[src/rtl/bm_sad_rdctl.sv]
// Read-side controller for the block-matching SAD line buffer: sweeps one line,
// absorbs the 1-cycle RAM latency and streams words through a 2-entry skid FIFO.
module bm_sad_rdctl #(
  parameter int ADDR_W = 10,
  parameter int DATA_W = 64,
  parameter int CNT_W  = 16
) (
  input  logic              clk,
  input  logic              rst_n,
  input  logic              enb,
  input  logic              start,
  input  logic [ADDR_W-1:0] line_size,
  input  logic              rd_rdy,
  output logic [ADDR_W-1:0] sad_rdaddr,
  input  logic [DATA_W-1:0] sad_dout,
  output logic              next_line,
  output logic              out_valid,
  input  logic              out_ready,
  output logic [DATA_W-1:0] out_data,
  output logic              out_last,
  output logic              busy,
  output logic [CNT_W-1:0]  line_cnt
);

  localparam logic [1:0] S_IDLE  = 2'd0;
  localparam logic [1:0] S_READ  = 2'd1;
  localparam logic [1:0] S_DRAIN = 2'd2;
  localparam logic [1:0] S_REL   = 2'd3;

  logic [1:0]        state;
  logic [ADDR_W-1:0] len;
  logic              vld_p1;
  logic              last_p1;
  logic [DATA_W-1:0] fifo_data [2];
  logic [1:0]        fifo_last;
  logic              wr_ptr;
  logic              rd_ptr;
  logic [1:0]        fifo_cnt;
  logic [2:0]        occ;
  logic              pop;
  logic              push;
  logic              issue;
  logic              addr_last;
  logic              take_line;
  logic              drained;

  assign out_valid = (fifo_cnt != 2'd0);
  assign pop       = out_valid & out_ready;
  assign push      = vld_p1;
  // Count the word still in the RAM pipe so the FIFO can never overflow.
  assign occ       = {1'b0, fifo_cnt} + {2'b0, vld_p1} - {2'b0, pop};
  assign issue     = enb & (state == S_READ) & (occ < 3'd2);
  assign addr_last = (sad_rdaddr == len - ADDR_W'(1));
  assign take_line = enb & ~start & (state == S_IDLE) & rd_rdy;
  // Also true if the last word left while enb was low, so DRAIN cannot lock up.
  assign drained   = (pop & out_last) | ((fifo_cnt == 2'd0) & ~vld_p1);

  assign out_data  = out_valid ? fifo_data[rd_ptr] : '0;
  assign out_last  = out_valid & fifo_last[rd_ptr];
  assign busy      = (state != S_IDLE);
  assign next_line = (state == S_REL);

  always_ff @(posedge clk or negedge rst_n) begin
    if (!rst_n) begin
      state      <= S_IDLE;
      sad_rdaddr <= '0;
      line_cnt   <= '0;
      vld_p1     <= 1'b0;
      wr_ptr     <= 1'b0;
      rd_ptr     <= 1'b0;
      fifo_cnt   <= 2'd0;
    end else if (start) begin
      state      <= S_IDLE;
      sad_rdaddr <= '0;
      line_cnt   <= '0;
      vld_p1     <= 1'b0;
      wr_ptr     <= 1'b0;
      rd_ptr     <= 1'b0;
      fifo_cnt   <= 2'd0;
    end else begin
      // p0 -> p1: address issued this cycle, RAM data appears next cycle
      vld_p1   <= issue;
      // p1 -> FIFO: capture is independent of enb
      if (push) wr_ptr <= ~wr_ptr;
      if (pop)  rd_ptr <= ~rd_ptr;
      fifo_cnt <= fifo_cnt + {1'b0, push} - {1'b0, pop};
      if (enb) begin
        case (state)
          S_IDLE: begin
            if (rd_rdy) begin
              sad_rdaddr <= '0;
              state      <= (line_size != '0) ? S_READ : S_REL;
            end
          end
          S_READ: begin
            if (issue) begin
              sad_rdaddr <= sad_rdaddr + ADDR_W'(1);
              if (addr_last) state <= S_DRAIN;
            end
          end
          S_DRAIN: begin
            if (drained) state <= S_REL;
          end
          default: begin
            line_cnt <= line_cnt + CNT_W'(1);
            state    <= S_IDLE;
          end
        endcase
      end
    end
  end

  always_ff @(posedge clk) begin
    if (take_line) len <= line_size;
    if (issue) last_p1 <= addr_last;
    if (push) begin
      fifo_data[wr_ptr] <= sad_dout;
      fifo_last[wr_ptr] <= last_p1;
    end
  end

endmodule
[config.mk]
export PLATFORM = sky130hd
export DESIGN_NAME = bm_sad_rdctl
export DESIGN_NICKNAME = d
export VERILOG_FILES = /design/src/rtl/bm_sad_rdctl.sv
export SDC_FILE = /design/constraint.sdc
export NUM_CORES = 1
export LEC_CHECK = 0
export BUFFER_PORTS_ARGS = -buffer_cell sky130_fd_sc_hd__buf_2
export CORE_ASPECT_RATIO = 1.2
export CORE_UTILIZATION = 58
export CTS_CLUSTER_DIAMETER = 200
export CTS_CLUSTER_SIZE = 40
export DETAILED_ROUTE_END_ITERATION = 10
export PLACE_DENSITY_LB_ADDON = 0.3
export SLEW_MARGIN = 20
export SYNTH_ARGS = -nofsm -noshare
export SYNTH_HDL_FRONTEND = slang
export SYNTH_SLANG_ARGS = --single-unit
[constraint.sdc]
create_clock -name clk -period 8.1 [get_ports clk]
set_clock_uncertainty 0.15 [all_clocks]
set_input_delay 0.81 -clock clk [delete_from_list [all_inputs] [get_ports clk]]
set_output_delay 0.81 -clock clk [all_outputs]
set_load 0.05 [all_outputs]
======== Word level (Yosys, flattened, before mapping) ========
Memories as Yosys holds them, arrays and structs flattened.
Index checks and enable logic that the tools add are counted.
operators by class
  add/subtract/negate cells ............... 7
  magnitude comparators ................... 4
  equal/unequal tests ..................... 9
  multiplexer cells ....................... 30
  bitwise gates (word level) .............. 14
  reductions and logical operators ........ 14
operators with widths
  cell                   number
  $mux 64                1
  $mux 16                3
  $mux 10                4
  $pmux 10 s2            1
  $add 16x1->16 const B  1
  $mux 2                 8
  $ne 3x3->1 const B     4
  $add 10x1->10 const B  1
  $eq 10x10->1           1
  $mux 1                 10
  $reduce_bool 10->1     1
  $reduce_bool 2->1      5
  $sub 10x1->10 const B  1
  $and 1x1->1            9
  $pmux 2 s3             1
  $reduce_and 5->1       1
  $eq 2x2->1 const B     2
  $logic_not 2->1        2
  $lt 1x2->1 const B     2
  $not 1->1              4
  $reduce_and 4->1       1
  $add 2x1->3            1
  $lt 3x2->1 const B     1
  $reduce_bool 3->1      1
  12 further kinds       12
storage, ports and cells
  register bits ........................... 46
  RAM bits ................................ 128
  bits of input ports ..................... 80
  logic and storage cells ................. 89
  memories kept ........................... 1
memories
  memory     depth  bits a word  rd ports  clocked after memory_dff  wr ports  line  source
  fifo_data  2      64           1         0                         1         34    logic [DATA_W-1:0] fifo_data [2];

======== Longest topological paths before layout ========
Gate-level depths: netlist of run 1.
  word-level depth ........................ 9
  depth in mapped cells ................... 13

======== Worst setup path before layout of run 1 ========
OpenSTA, ideal clock, no wires.
  kind .................................... flip-flop to flip-flop
  from .................................... register vld_p1 (netlist: push)
  to ...................................... memory fifo_data[0][0], enable pin
  library setup time ...................... 0.488 ns
  arrival time ............................ 3.160 ns
  path slack .............................. 4.302 ns
  stages on the path, launching flop included .. 3
  path buffers ............................ 0
  period minus slack after synthesis ...... 3.798 ns
  cells stage by stage .................... dfrtp_1 inv_1 nor2_1
on the way
  longest elaborated chain between the ends .. 2
RTL lines
  what                          line  source
  from (decl)                   32    logic vld_p1;
  from (signal assigned)        82    vld_p1 <= issue;
  $mux 1                        116   if (push) begin
  $mux 1 (not written as such)  117   fifo_data[wr_ptr] <= sad_dout;
  to (decl)                     34
No other way between the ends.

======== Worst setup path after layout of run 1 ========
  from .................................... register fifo_cnt[1]
  to ...................................... register sad_rdaddr[0]
on the way
  longest elaborated chain between the ends .. 7
RTL lines
  what                                                 line  source
  from (decl)                                          38    logic [1:0] fifo_cnt;
  from (signal assigned)                               86    fifo_cnt <= fifo_cnt + {1'b0, push} - {1'b0, pop};
  branches (longest 2 deep; another with $add 2x1->3)  -
  $sub 3x1->3 *                                        51    assign occ = {1'b0, fifo_cnt} + {2'b0, vld_p1} - {2'b0, pop};
  $lt 3x2->1 *                                         52    assign issue = enb & (state == S_READ) & (occ < 3'd2);
  $and 1x1->1 *                                        52
  $ne 3x3->1 (no line) *                               -
  $reduce_and 4->1 (no line) *                         -
  to (signal assigned)                                 97    sad_rdaddr <= sad_rdaddr + ADDR_W'(1);
  to (decl)                                            14    output logic [ADDR_W-1:0] sad_rdaddr,
Mark *: on every way between the ends.
A chain may end at the register's enable or synchronous reset.

==> qor.yml, run 1 <==
synthesis.area_um2: 7380
p_leak_nw: 3.61
multi_input_area_um2: 2200
synth_nets: 629
maxCapViolCount: 0
ant_nets: 0
max_clock_freq_mhz: 264
routed_via_density: 5.53
seq_area_frac_synth_pct: 68.6
syn_avg_cell_area_um2: 13.7
hpwlAfterDp_mm: 9.86
clk_pin_slew_ns: 0.07
powerDensity_nw_per_um2: 347
rsz0062_at_grt: "false"
relSlewSlack_pct: 25.0
drt_iter0_drc: 189
ys_types: 53
antenna_found_initial: 0
drv_slew: 0
period_needed_ns: 3.79
hold_viol: 0
portBuffers: 173
antennaDiodeCount: 0
cp.required_ns: 8.25
clock_latency_ns: 0.42
final.fill_count: 819
async_flop_share_pct: 19.0
start_util_pct: 60.1
num_vias: 4899
rows: 44
finalCritPeriodShare_pct: 46.8
ff2ff_path_depth: 12
die_w_um: 105
yosys_most_used_dff: "edfxtp_1"
pin_count: 174
cts-hold-fix-buffers: 0
arrival_ns: 3.94
clock-sinks: 174
track_usage_pct: 23.0
dr.pass1.iters: 4
numCtsBuffers: 17
setup_viol: 0
tritoncts: "built"
syn_to_final_growth_pct: 21.0
root_buffer: "clkbuf_16"
cts_htree_levels: 4
tightest_slew_ns: 1.12
wl_mm: 14.6
syn-instance-count: 539
cts.repair.resized: 0
fin_hold_ws_ns: 0.295
start_kind: "register"
die_area_um2: 13200
mostFrequentLayoutCells: "173 x buf_2, 141 x edfxtp_1, 96 x nor2_1, 68 x mux2i_1, 32 x dfrtp_1"
endpoint_kind: "register"
drc_errors: 0
nNetsFinal: 803
place_ws_ns: 4.11
hold_path_class: "in2async"
coreArea_um2: 12300
layout_commonest_cell: "buf_2"
place_congestion: 0.838
status: "completed"
clock_path_buffers: 2
dpl.cell_count: 855
ir_drop_uv: 228
layout-drive-gt1-share_pct: 29.8
crit_fanout: 13
grt_pass1_vias: 4885
ys_seq_elements: 174
seq_area_um2: 5060
critPathKind: "reg2reg"
die_y_um: 126
wl_per_cell_um: 16.4
yosysWarnings: 0
fin_setup_tns_ns: 0
setup_slack_ns: 4.31
grt_overflow_total: 0
power_w: 0.00310
cts_setup_buffers: 0
synth_edf_count: 141
final_cell_count_no_fill: 886
grt_max_degree: 67
grt_pass1_wl_mm: 23.2
-- per-stage QoR --
stage | cell area [um^2] | utilization, %
final | 8930 | 72.7
after global routing | 8930 | 72.7
after CTS | 8930 | 72.7
after detailed placement | 8410 | 68.5
after global placement | 8410 | 68.5
after floorplan | 7380 | -
-- cell families after synthesis --
logic type	Yosys count	share of synthesized area, %
buffers and inverters	35	1.88
XOR/XNOR	25	2.97
multiplexers	69	9.38
flip-flops	174	68.6
adder cells (fa/ha/maj)	10	1.80
AND/OR/NAND/NOR	179	11.3
AO/OA/AOI/OAI	47	4.12
-- flip-flops by register name (all words and copies together), names as in the netlist --
name	flops
fifo_last	2
wr_ptr	1
state	2
fifo_data	128
push	1
sad_rdaddr	10
rd_ptr	1
len	10
last_p1	1
line_cnt	16
fifo_cnt	2
-- layer usage --
metal,up-vias,GRT usage (%),wire [um]
li1,2315,-,-
met1,2381,27.2,5710
met2,176,40.7,7750
met3,27,4.12,733
met4,0,10.9,367
met5,-,0,0
-- final cells by class --
type                    count  share of cell area [%]
multi-input cells         330                    24.6
clock buffers              17                    4.77
repair buffers            177                    10.0
clock inverters            14                    1.08
well taps                 161                    2.26
flip-flops and latches    174                    56.7
inverters                  13                   0.547
-- synthesized netlist by cell type, drive strengths merged (2+ instances only) --
master / n / area, um^2
a21oi: 6 / 30.0
a311oi: 2 / 23.8
a31o: 2 / 17.5
a31oi: 3 / 18.8
and2: 3 / 18.8
and3: 8 / 51.3
buf: 10 / 45.0
clkbuf: 12 / 45.0
dfrtp: 33 / 826
edfxtp: 141 / 4230
ha: 9 / 113
inv: 13 / 48.8
mux2i: 68 / 681
nand2: 21 / 78.8
nand2b: 3 / 18.8
nand3: 9 / 45.0
nand4: 6 / 37.5
nor2: 99 / 379
nor2b: 4 / 25.0
nor3: 9 / 50.1
nor3b: 4 / 30.0
nor4: 3 / 18.8
o211a: 2 / 20.0
o21ai: 22 / 110
or3: 3 / 18.8
xnor2: 10 / 87.6
xor2: 15 / 131
-- worst max-delay path: stages, from the launching register on --
cell and delay, ns:
dfrtp_1 0.46, o21ai_0 0.36, inv_1 0.09, ha_1 0.28
inv_1 0.07, ha_1 0.15, inv_1 0.05, fa_1 0.37
xor2_1 0.29, o22ai_1 0.13, a21oi_1 0.64, nor2_1 0.30
mux2_2 0.34
-- power by group --
| group | switching, W | leakage, nW | total, W | internal (W) |
|---|---|---|---|---|
| clock | 0.000327 | 0.254 | 0.000717 | 0.000390 |
| sequential | 0.0000948 | 1.73 | 0.00114 | 0.00104 |
| combinational | 0.000939 | 1.63 | 0.00125 | 0.000310 |
| total | 0.00136 | 3.61 | 0.00310 | 0.00174 |
-- final timing paths --
path | from | end | slack (ns)
hold / removal | rst_n | line_cnt[0] | 0.29
max in group asynchronous | rst_n | rd_ptr | 6.96
setup reg to reg | fifo_cnt[1] | sad_rdaddr[0] | 4.31
hold reg to reg | last_p1 | fifo_last[0] | 0.30
setup / recovery | fifo_cnt[1] | sad_rdaddr[0] | 4.31
min in group clk | last_p1 | fifo_last[0] | 0.30
No activity file was read; power rests on OpenSTA's default activity.
==> run 2, diff against run 1 <==
--- a/config.mk
+++ b/config.mk
@@ -5,9 +5,10 @@
 export SDC_FILE = /design/constraint.sdc
 export NUM_CORES = 1
 export LEC_CHECK = 0
+export ABC_AREA = 1
 export BUFFER_PORTS_ARGS = -buffer_cell sky130_fd_sc_hd__buf_2
 export CORE_ASPECT_RATIO = 1.2
-export CORE_UTILIZATION = 58
+export CORE_UTILIZATION = 54
 export CTS_CLUSTER_DIAMETER = 200
 export CTS_CLUSTER_SIZE = 40
 export DETAILED_ROUTE_END_ITERATION = 10
==> constraint.sdc (replaced) <==
create_clock -name clk -period 3.5 [get_ports clk]
set_clock_uncertainty 0.15 [all_clocks]
set_input_delay 0.35 -clock clk [delete_from_list [all_inputs] [get_ports clk]]
set_output_delay 0.35 -clock clk [all_outputs]
set_load 0.05 [all_outputs]
==> qor.yml, run 2 <==
status: "completed"
cpMostUsedCell: "inv_1"
tritoncts: "built"
hold_viol: 0
clock_latency_ns: 0.41
synthTopCellsByArea: "edfxtp_1 57%, dfrtp_1 11%, nand2_1 11%"
syn-instance-count: 697
rrSetupSlack_ns: 0.33
ys_types: 31
comb_power_share_pct: 37.1
hold_path_class: "in2reg"
path_cells: "nor2_4 -> inv_1 -> nand2_1 -> inv_1 -> ha_1 -> inv_1 -> ha_1 -> inv_1 -> fa_1 -> xnor2_1 -> nand4_1 -> nand2_1 -> nand2_1 -> nor2_4 -> inv_1 -> o21ai_0 -> nor2_1"
synthesis.area_um2: 7460
mostFrequentLayoutCells: "216 x nand2_1, 173 x buf_2, 141 x edfxtp_1, 89 x a21oi_1, 75 x dlygate4sd3_1"
start_util_pct: 55.8
clk_pin_slew_ns: 0.06
pin_count: 174
r2r-start: "fifo_cnt[1]"
portBuffers: 173
yosys_most_used_dff: "edfxtp_1"
dr_wl_met2_mm: 9.13
final.fill_count: 925
slowest_stage: "dfrtp_1"
tightest_slew_ns: 0.754
place_congestion: 0.863
maxCapViolCount: 0
clock_path_buffers: 2
largest_reg_flops: 128
hpwlAfterDp_mm: 11.2
rsz0062_at_grt: "false"
antenna_found_initial: 0
reg_top3: "fifo_data (128), line_cnt (16)"
whs_path_depth: 3
root_buffer: "clkbuf_16"
p_sw_w: 0.00287
switching_share_pct: 41.6
drc_errors: 0
finalCritPeriodShare_pct: 90.4
ant_nets: 0
clock_power_share_pct: 27.0
endpoint_kind: "register"
holdPathEnd: "rd_ptr"
fin_setup_tns_ns: 0
track_usage_pct: 24.7
max_clock_freq_mhz: 316
syn_to_final_growth_pct: 32.2
slowest_delay_ns: 0.45
fin_hold_ws_ns: 0.117
routed_via_density: 5.23
seq_area_um2: 5060
arrival_ns: 3.31
synthMostInstantiatedCell: "nand2_1"
cts_htree_levels: 4
start_kind: "register"
grt_pass1_vias: 5761
met3WireLength_mm: 1.04
die_y_um: 131
nNetsFinal: 1036
clock-sinks: 174
seq_area_frac_synth_pct: 67.9
yosysWarnings: 0
power_w: 0.00690
die_w_um: 109
synth_nets: 787
num_vias: 5888
layout_commonest_cell: "nand2_1"
ir_drop_uv: 484
wl_per_cell_um: 15.6
reg2reg_to: "sad_rdaddr[5]"
grt_overflow_total: 0
dr.pass1.iters: 5
antennaDiodeCount: 0
rows: 46
wl_mm: 17.5
cp.required_ns: 3.65
syn_avg_cell_area_um2: 10.7
coreArea_um2: 13400
numCtsBuffers: 17
drv_slew: 0
synth_edf_count: 141
layout-drive-gt1-share_pct: 23.5
setup_viol: 0
yosysTopAreaCell: "edfxtp_1"
critPathKind: "reg2reg"
grt_max_degree: 67
synth.top_cell.area_share_pct: 56.8
grt_pass1_wl_mm: 26.8
die_area_um2: 14300
synth_common_cells: "216 x nand2_1, 141 x edfxtp_1, 89 x a21oi_1, 57 x inv_1, 34 x nor2_1"
seqPwrFrac_pct: 35.9
p_leak_nw: 4.25
multi_input_area_um2: 2100
p_int_w: 0.00403
highest_layer: "met4"
finish.utilization_pct: 73.8
min_from: "out_ready"
powerDensity_nw_per_um2: 700
drt_iter0_drc: 354
async_flop_share_pct: 19.0
met1_length_mm: 7.09
ys_seq_elements: 174
period_needed_ns: 3.17
crit_fanout: 13
regMostFlops: "fifo_data"
relSlewSlack_pct: 49.7
ff2ff_path_depth: 17
-- run 2: changes by cell type after synthesis, sizes merged, moves of 8 or more --
cell	before	now
nand2	21	218
nor2	99	37
a21oi	6	91
mux2i	68	0
nand3	9	27
and3	8	0
nor3	9	19
xor2	15	4
inv	13	57
-- run 2: how the worst max path moves through the flow --
stage                 from       endpoint  slack (ns)  depth (start not counted)
2_1_floorplan  fifo_cnt[1]  sad_rdaddr[7]        0.48                         17
4_1_cts        fifo_cnt[1]  sad_rdaddr[5]        0.16                         17
5_1_grt        fifo_cnt[1]  sad_rdaddr[4]        0.06                         17
3_5_place_dp   fifo_cnt[1]  sad_rdaddr[5]        0.19                         17
3_3_place_gp   fifo_cnt[1]  sad_rdaddr[5]        0.39                         17
6_report       fifo_cnt[1]  sad_rdaddr[5]        0.33                         17
-- run 2: critical path, delay by kind of cell (launching register included) --
kind | cells | cell delay (ns)
AND/OR/NAND/NOR | 7 | 0.88
adder cells (fa/ha/maj) | 3 | 0.77
flip-flops | 1 | 0.45
buffers and inverters | 5 | 0.41
AO/OA/AOI/OAI | 1 | 0.21
XOR/XNOR | 1 | 0.17
-- run 2: cell families after synthesis --
kind of cell	synth area share, %
simple gates	17.6
xor+xnor	0.822
compound gates	7.68
fa+ha+maj	1.78
flops	67.9
buf+inv	4.26
-- run 2: final cells by class --
class | count | area share (%)
clock buffer | 17 | 4.32
clock inverter | 14 | 1.61
inverter | 57 | 2.17
multi-input combinational | 440 | 21.3
sequential | 174 | 51.3
tap | 168 | 2.13
timing repair buffer | 256 | 17.1
-- run 2: timing repair --
action | CTS | global route
setup buffers | 0 | 0
endpoints found under the setup margin | 0 | 8
gates resized for setup | 0 | 1
endpoints found under the hold margin | 171 | 0
hold buffers | 75 | 0
-- run 2: power groups by stage --
stage                     clock, W  sequential (W)  combinational (W)
after floorplan                  0         0.00254            0.00183
after global placement           0         0.00251            0.00242
after detailed placement         0         0.00252            0.00248
after CTS                  0.00189         0.00248            0.00256
after global routing       0.00197         0.00249            0.00275
final                      0.00186         0.00248            0.00256
-- run 2: per-layer routing --
metal	vias up	global-route usage (%)
met4	0	8.08
met5	-	0
met2	194	44.7
met3	25	6.00
li1	2871	-
met1	2798	28.8
-- run 2: per-stage QoR --
stage / instances / setup slack (ns) / instance area (um^2)
finish: 1126 / 0.334 / 9860
CTS: 1126 / 0.160 / 9850
detailed placement: 1020 / 0.190 / 8520
global route: 1126 / 0.0635 / 9860
floorplan: 697 / 0.484 / 7460
global placement: 1020 / 0.391 / 8520
